[src/rtl/vga_scanout.sv]
// 640x480@60 VGA scan-out of the 320x240x3bpp tron frame buffer, pixel-doubled in both axes.
// Counters advance on a divided pixel tick; sync and colour are registered one tick behind them.
module vga_scanout #(
    parameter int CLK_DIV   = 2,
    parameter int H_VISIBLE = 640,
    parameter int H_FRONT   = 16,
    parameter int H_SYNC    = 96,
    parameter int H_BACK    = 48,
    parameter int V_VISIBLE = 480,
    parameter int V_FRONT   = 10,
    parameter int V_SYNC    = 2,
    parameter int V_BACK    = 33
) (
    input  logic        clock,
    input  logic        reset,
    output logic [18:0] ram_address,
    input  logic [2:0]  ram_read_data,
    output logic        vga_hsync,
    output logic        vga_vsync,
    output logic [3:0]  vga_r,
    output logic [3:0]  vga_g,
    output logic [3:0]  vga_b,
    output logic        frame_start
);

    localparam int H_TOTAL = H_VISIBLE + H_FRONT + H_SYNC + H_BACK;
    localparam int V_TOTAL = V_VISIBLE + V_FRONT + V_SYNC + V_BACK;

    localparam logic [2:0] DIV_LAST = 3'(CLK_DIV - 1);
    localparam logic [9:0] H_LAST   = 10'(H_TOTAL - 1);
    localparam logic [9:0] V_LAST   = 10'(V_TOTAL - 1);
    localparam logic [9:0] H_VIS    = 10'(H_VISIBLE);
    localparam logic [9:0] V_VIS    = 10'(V_VISIBLE);
    localparam logic [9:0] HS_BEG   = 10'(H_VISIBLE + H_FRONT);
    localparam logic [9:0] HS_END   = 10'(H_VISIBLE + H_FRONT + H_SYNC);
    localparam logic [9:0] VS_BEG   = 10'(V_VISIBLE + V_FRONT);
    localparam logic [9:0] VS_END   = 10'(V_VISIBLE + V_FRONT + V_SYNC);

    logic [2:0]  div_q, div_d;
    logic [9:0]  hc_q, hc_d;
    logic [9:0]  vc_q, vc_d;
    logic        tick;
    logic        visible;
    logic [8:0]  x, y;
    logic        hsync_q, hsync_d;
    logic        vsync_q, vsync_d;
    logic [3:0]  r_q, r_d, g_q, g_d, b_q, b_d;
    logic        fs_q, fs_d;

    always_comb begin
        tick  = (div_q == DIV_LAST);
        div_d = tick ? 3'd0 : div_q + 3'd1;
        hc_d  = hc_q;
        vc_d  = vc_q;
        if (tick) begin
            if (hc_q == H_LAST) begin
                hc_d = 10'd0;
                vc_d = (vc_q == V_LAST) ? 10'd0 : vc_q + 10'd1;
            end else begin
                hc_d = hc_q + 10'd1;
            end
        end

        // Raised the clock before a tick at (0,0), so the pulse coincides with that tick clock.
        fs_d = (div_d == DIV_LAST) && (hc_d == 10'd0) && (vc_d == 10'd0);

        visible = (hc_q < H_VIS) && (vc_q < V_VIS);
        x = hc_q[9:1];
        y = vc_q[9:1];
        ram_address = visible ? ((19'(y) << 8) + (19'(y) << 6) + 19'(x)) : 19'd0;

        hsync_d = ~((hc_q >= HS_BEG) && (hc_q < HS_END));
        vsync_d = ~((vc_q >= VS_BEG) && (vc_q < VS_END));
        r_d = visible ? {4{ram_read_data[2]}} : 4'd0;
        g_d = visible ? {4{ram_read_data[1]}} : 4'd0;
        b_d = visible ? {4{ram_read_data[0]}} : 4'd0;
    end

    // The address has been stable for at least one full clock by the tick, so read data is valid here.
    always_ff @(posedge clock or posedge reset) begin
        if (reset) begin
            div_q   <= 3'd0;
            hc_q    <= 10'd0;
            vc_q    <= 10'd0;
            hsync_q <= 1'b1;
            vsync_q <= 1'b1;
            r_q     <= 4'd0;
            g_q     <= 4'd0;
            b_q     <= 4'd0;
            fs_q    <= 1'b0;
        end else begin
            div_q <= div_d;
            fs_q  <= fs_d;
            if (tick) begin
                hc_q    <= hc_d;
                vc_q    <= vc_d;
                hsync_q <= hsync_d;
                vsync_q <= vsync_d;
                r_q     <= r_d;
                g_q     <= g_d;
                b_q     <= b_d;
            end
        end
    end

    assign vga_hsync   = hsync_q;
    assign vga_vsync   = vsync_q;
    assign vga_r       = r_q;
    assign vga_g       = g_q;
    assign vga_b       = b_q;
    assign frame_start = fs_q;

endmodule

[config.mk]
export PLATFORM = sky130hd
export DESIGN_NAME = vga_scanout
export DESIGN_NICKNAME = d
export VERILOG_FILES = /design/src/rtl/vga_scanout.sv
export SDC_FILE = /design/constraint.sdc
export NUM_CORES = 1
export LEC_CHECK = 0
export BUFFER_PORTS_ARGS = -buffer_cell sky130_fd_sc_hd__buf_2
export CAP_MARGIN = 5
export CORE_AREA = 2 2 90 92
export CTS_CLUSTER_SIZE = 10
export DETAILED_ROUTE_END_ITERATION = 7
export DIE_AREA = 0 0 92 94
export MAX_ROUTING_LAYER = met4
export PLACE_DENSITY = 0.45
export SYNTH_ARGS = -nofsm -noshare
export SYNTH_HDL_FRONTEND = slang
export SYNTH_SLANG_ARGS = --single-unit
[constraint.sdc]
create_clock -name clock -period 3.5 [get_ports clock]
set_input_delay 0.525 -clock clock [delete_from_list [all_inputs] [get_ports clock]]
set_output_delay 0.525 -clock clock [all_outputs]
set_load 0.02 [all_outputs]
==> summary.txt <==
Critical path
  – Setup Crit Path Kind: reg2out
  – Critical path arrival: 2.92 ns
  – R2R cell count: 8
  – CP Capture Type: primary output
  – Worst Path Required: 2.97 ns
  – Crit path launch type: register
  – Crit Path Max Fanout: 3

Yosys
  – Mapped Avg Cell Area: ~8.7 um2
  – Ranking of synthesized cells by area: dfrtp_1 (31%), ha_1 (12%), nand2_1 (4.5%)
  – Top cell type by total area after synthesis: dfrtp_1
  – Sequential fraction of the synthesis area: 33.4%
  – Top post-synthesis cells by count: dfrtp_1 (27), nand2_1 (26), ha_1 (21), o21ai_0 (17), inv_1 (15)
  – Ys flop type: dfrtp_1
  – Distinct cell type count after synthesis: 47
  – Post-synth top area share: between 30 and 40%
  – Yosys warning total: 0
  – Post-Syn Instances: 250
  – Number of synthesized flops with an enable pin: 0
  – FF+latch count, synth: 29
  – Most common cell in the netlist: dfrtp_1
  – Synth async-reset ratio: between 90% and 100%
  – Synthesized area: 0.00218 mm2

Finish
  – Antenna fix cells: 0
  – Area Overhead vs Synth: 21.6%
  – Finished Layout Cells: 394
  – Fillers: between 800 and 900
  – Final instance area: around 0.0027 mm2
  – Nets: roughly 320
  – Layout cell share with drive strength beyond 1: about a quarter
  – Core Util, Final: 34.8%

Global route
  – Grt total ovfl: 0
  – Largest net degree at the start of global routing: 30
  – Initial antenna violation count: 0
  – First-pass GRT wire length: 8730 um
  – Vias in the first global route: 1737
  – GRT Util Overall: a little over an eighth

Detailed routing
  – Remaining DRCs: 0
  – Routed WL per cell: 13.5 um
  – Drt first pass iters: 4
  – Post-DRT Antenna Nets: 0
  – Via density: approximately 4.7
  – Routed via count: 1866
  – DRT iter0 DRCs: around 100
  – WL final: 5310 um

Pwr
  – Pwr per Cell Area: 296 mW/mm2
  – Maximum vdd ir drop: 150 uV
  – Leakage: 0.00134 uW
  – Final total power: between 700 and 800 uW

Clock network
  – Root Buffer: clkbuf_8
  – TritonCTS buffer count: 5
  – CTS tree: built
  – Clock slew at reported path FFs: 0.07 ns
  – Post-CTS Hold Fix Bufs: 0
  – H-Tree Depth: 2
  – Later-pin clock latency in the skew report: 0.28 ns
  – Clock Sinks: 29
  – Max Buffers Root-to-Sink: 2

Timing
  – Fmax achieved: 290 MHz
  – Clock skew: ~0.0069 ns
  – Final period utilization: 98.5%
  – Unrepaired setup endpoints after global routing: yes
  – Slew headroom: 55.9%
  – Hold_ws: between 0.3 and 0.4 ns
  – Worst-Margin Slew: 0.655 ns
  – Final setup viols: 0
  – Minimum clock period: between 3 and 4 ns
  – Slew Limit Fails: 0
  – Final Hold Vio Count: 0

Floorplan
  – Core ar.: 0.00761 mm2
  – Chip width: 92 um
  – Die area: approximately 0.0086 mm2
  – DIE HEIGHT: 94 um
  – # rows: 32
  – I/O pin count: 39
  – Starting Density: 28.7%

Status
  – Status: completed

Place
  – Placed inst area: 0.00245 mm2
  – GPL Wtd Cong: ~0.84
  – Post-DP HPWL: between 3000 and 4000 um
  – Port Buffers: 36
  – DP Cell Count: between 300 and 400

Job
  – MaxCap Viol Count: 0

Min path
  – Hold crit path type: in2async
## routing by layer
metal | global-route usage, % | share of wire (%) | wire length (um)
met5 | - | 0 | 0
met4 | 4.48 | 1.7 | 91
met3 | 2.41 | 3.6 | 193
met2 | 18.6 | 42 | 2250
met1 | 19.0 | 52 | 2770
## worst max-delay path, stage by stage (launching register included)
cell and delay [ns]:
dfrtp_1 0.36, inv_2 0.06, fa_1 0.56, inv_1 0.05, ha_1 0.28, a21o_1 0.17
a21oi_2 0.19, o21ai_2 0.09, a2111o_1 0.43, buf_4 0.15, a21oi_2 0.10, nor3_1 0.05
buf_2 0.18
## cells by family (layout without fill, tap and decap cells)
| group | Yosys count | after routing | synth area share (%) |
|---|---|---|---|
| buffers and inverters | 34 | 75 | 7.81 |
| flip-flops | 29 | 29 | 33.4 |
| XOR/XNOR | 12 | 12 | 4.82 |
| adder cells (fa/ha/maj) | 23 | 23 | 13.9 |
| multiplexers | 3 | 3 | 1.44 |
| other | 1 | 2 | 0.172 |
| AND/OR/NAND/NOR | 106 | 106 | 26.6 |
| AO/OA/AOI/OAI | 42 | 42 | 11.8 |
## cells in the final DEF (no fill, tap or decap), types with 4 or more instances in the layout
master    netlist  routed
and3_1          4       4
ha_1           21      21
and2_1         10      10
xnor2_1         8       8
a21oi_1         6       4
nor4_1          5       5
and4_1          4       4
xor2_1          4       4
o21ai_0        17      16
nor2_1         12      12
nand4_1         4       4
nor3_1          9       9
o21ai_1         4       4
nand3_1        10      10
dfrtp_1        27      27
nand2_1        26      26
inv_1          15      13
buf_4          11      16
clkbuf_8        0       5
buf_2           1      36
## timing repair
item	4_1_cts	5_1_grt
endpoints found under the setup margin	2	3
setup buffers	1	5
pin swaps	3	7
gates resized for setup	2	5
## worst paths after layout
path                                  startpoint               to  slack [ns]
worst max-delay path                     vc_q[1]  ram_address[14]        0.05
worst min-delay path                       reset          hc_q[2]        0.31
worst max register to register          div_q[1]      frame_start        0.46
worst min register to register         vga_vsync        vga_vsync        0.48
max in group asynchronous                  reset        vga_vsync        2.86
min in group clock              ram_read_data[0]         vga_b[2]        0.48
## where the power goes
| group | leakage (uW) | total (uW) | internal (uW) | switching [uW] |
|---|---|---|---|---|
| registers | 0.000377 | 339 | 337 | 1.59 |
| clock network | 0.0000681 | 417 | 283 | 134 |
| logic | 0.000894 | 29.2 | 7.73 | 21.4 |
## state kept, by name, summed over array words and instances, names as in the netlist
name	cells
vga_b	1
vga_r	1
frame_start	1
hc_q	10
vga_g	1
vc_q	10
vga_vsync	1
vga_hsync	1
div_q	3
## area by class of cell
cell class,instances,area [um2],area share [%]
clock buffer,5,68.8,2.60
clock inverter,3,65.1,2.46
inverter,15,56.3,2.12
multi-input combinational,188,1300,49.2
sequential,29,728,27.5
tap,102,128,4.82
timing repair buffer,52,300,11.3
## through the flow
stage          worst slack (ns)  TNS (ns)
2_1_floorplan            0.0784         0
3_3_place_gp              0.156         0
3_5_place_dp              0.139         0
4_1_cts                 0.00587         0
5_1_grt                  -0.108    -0.302
6_report                 0.0539         0
(Power assumes the default switching activity.)
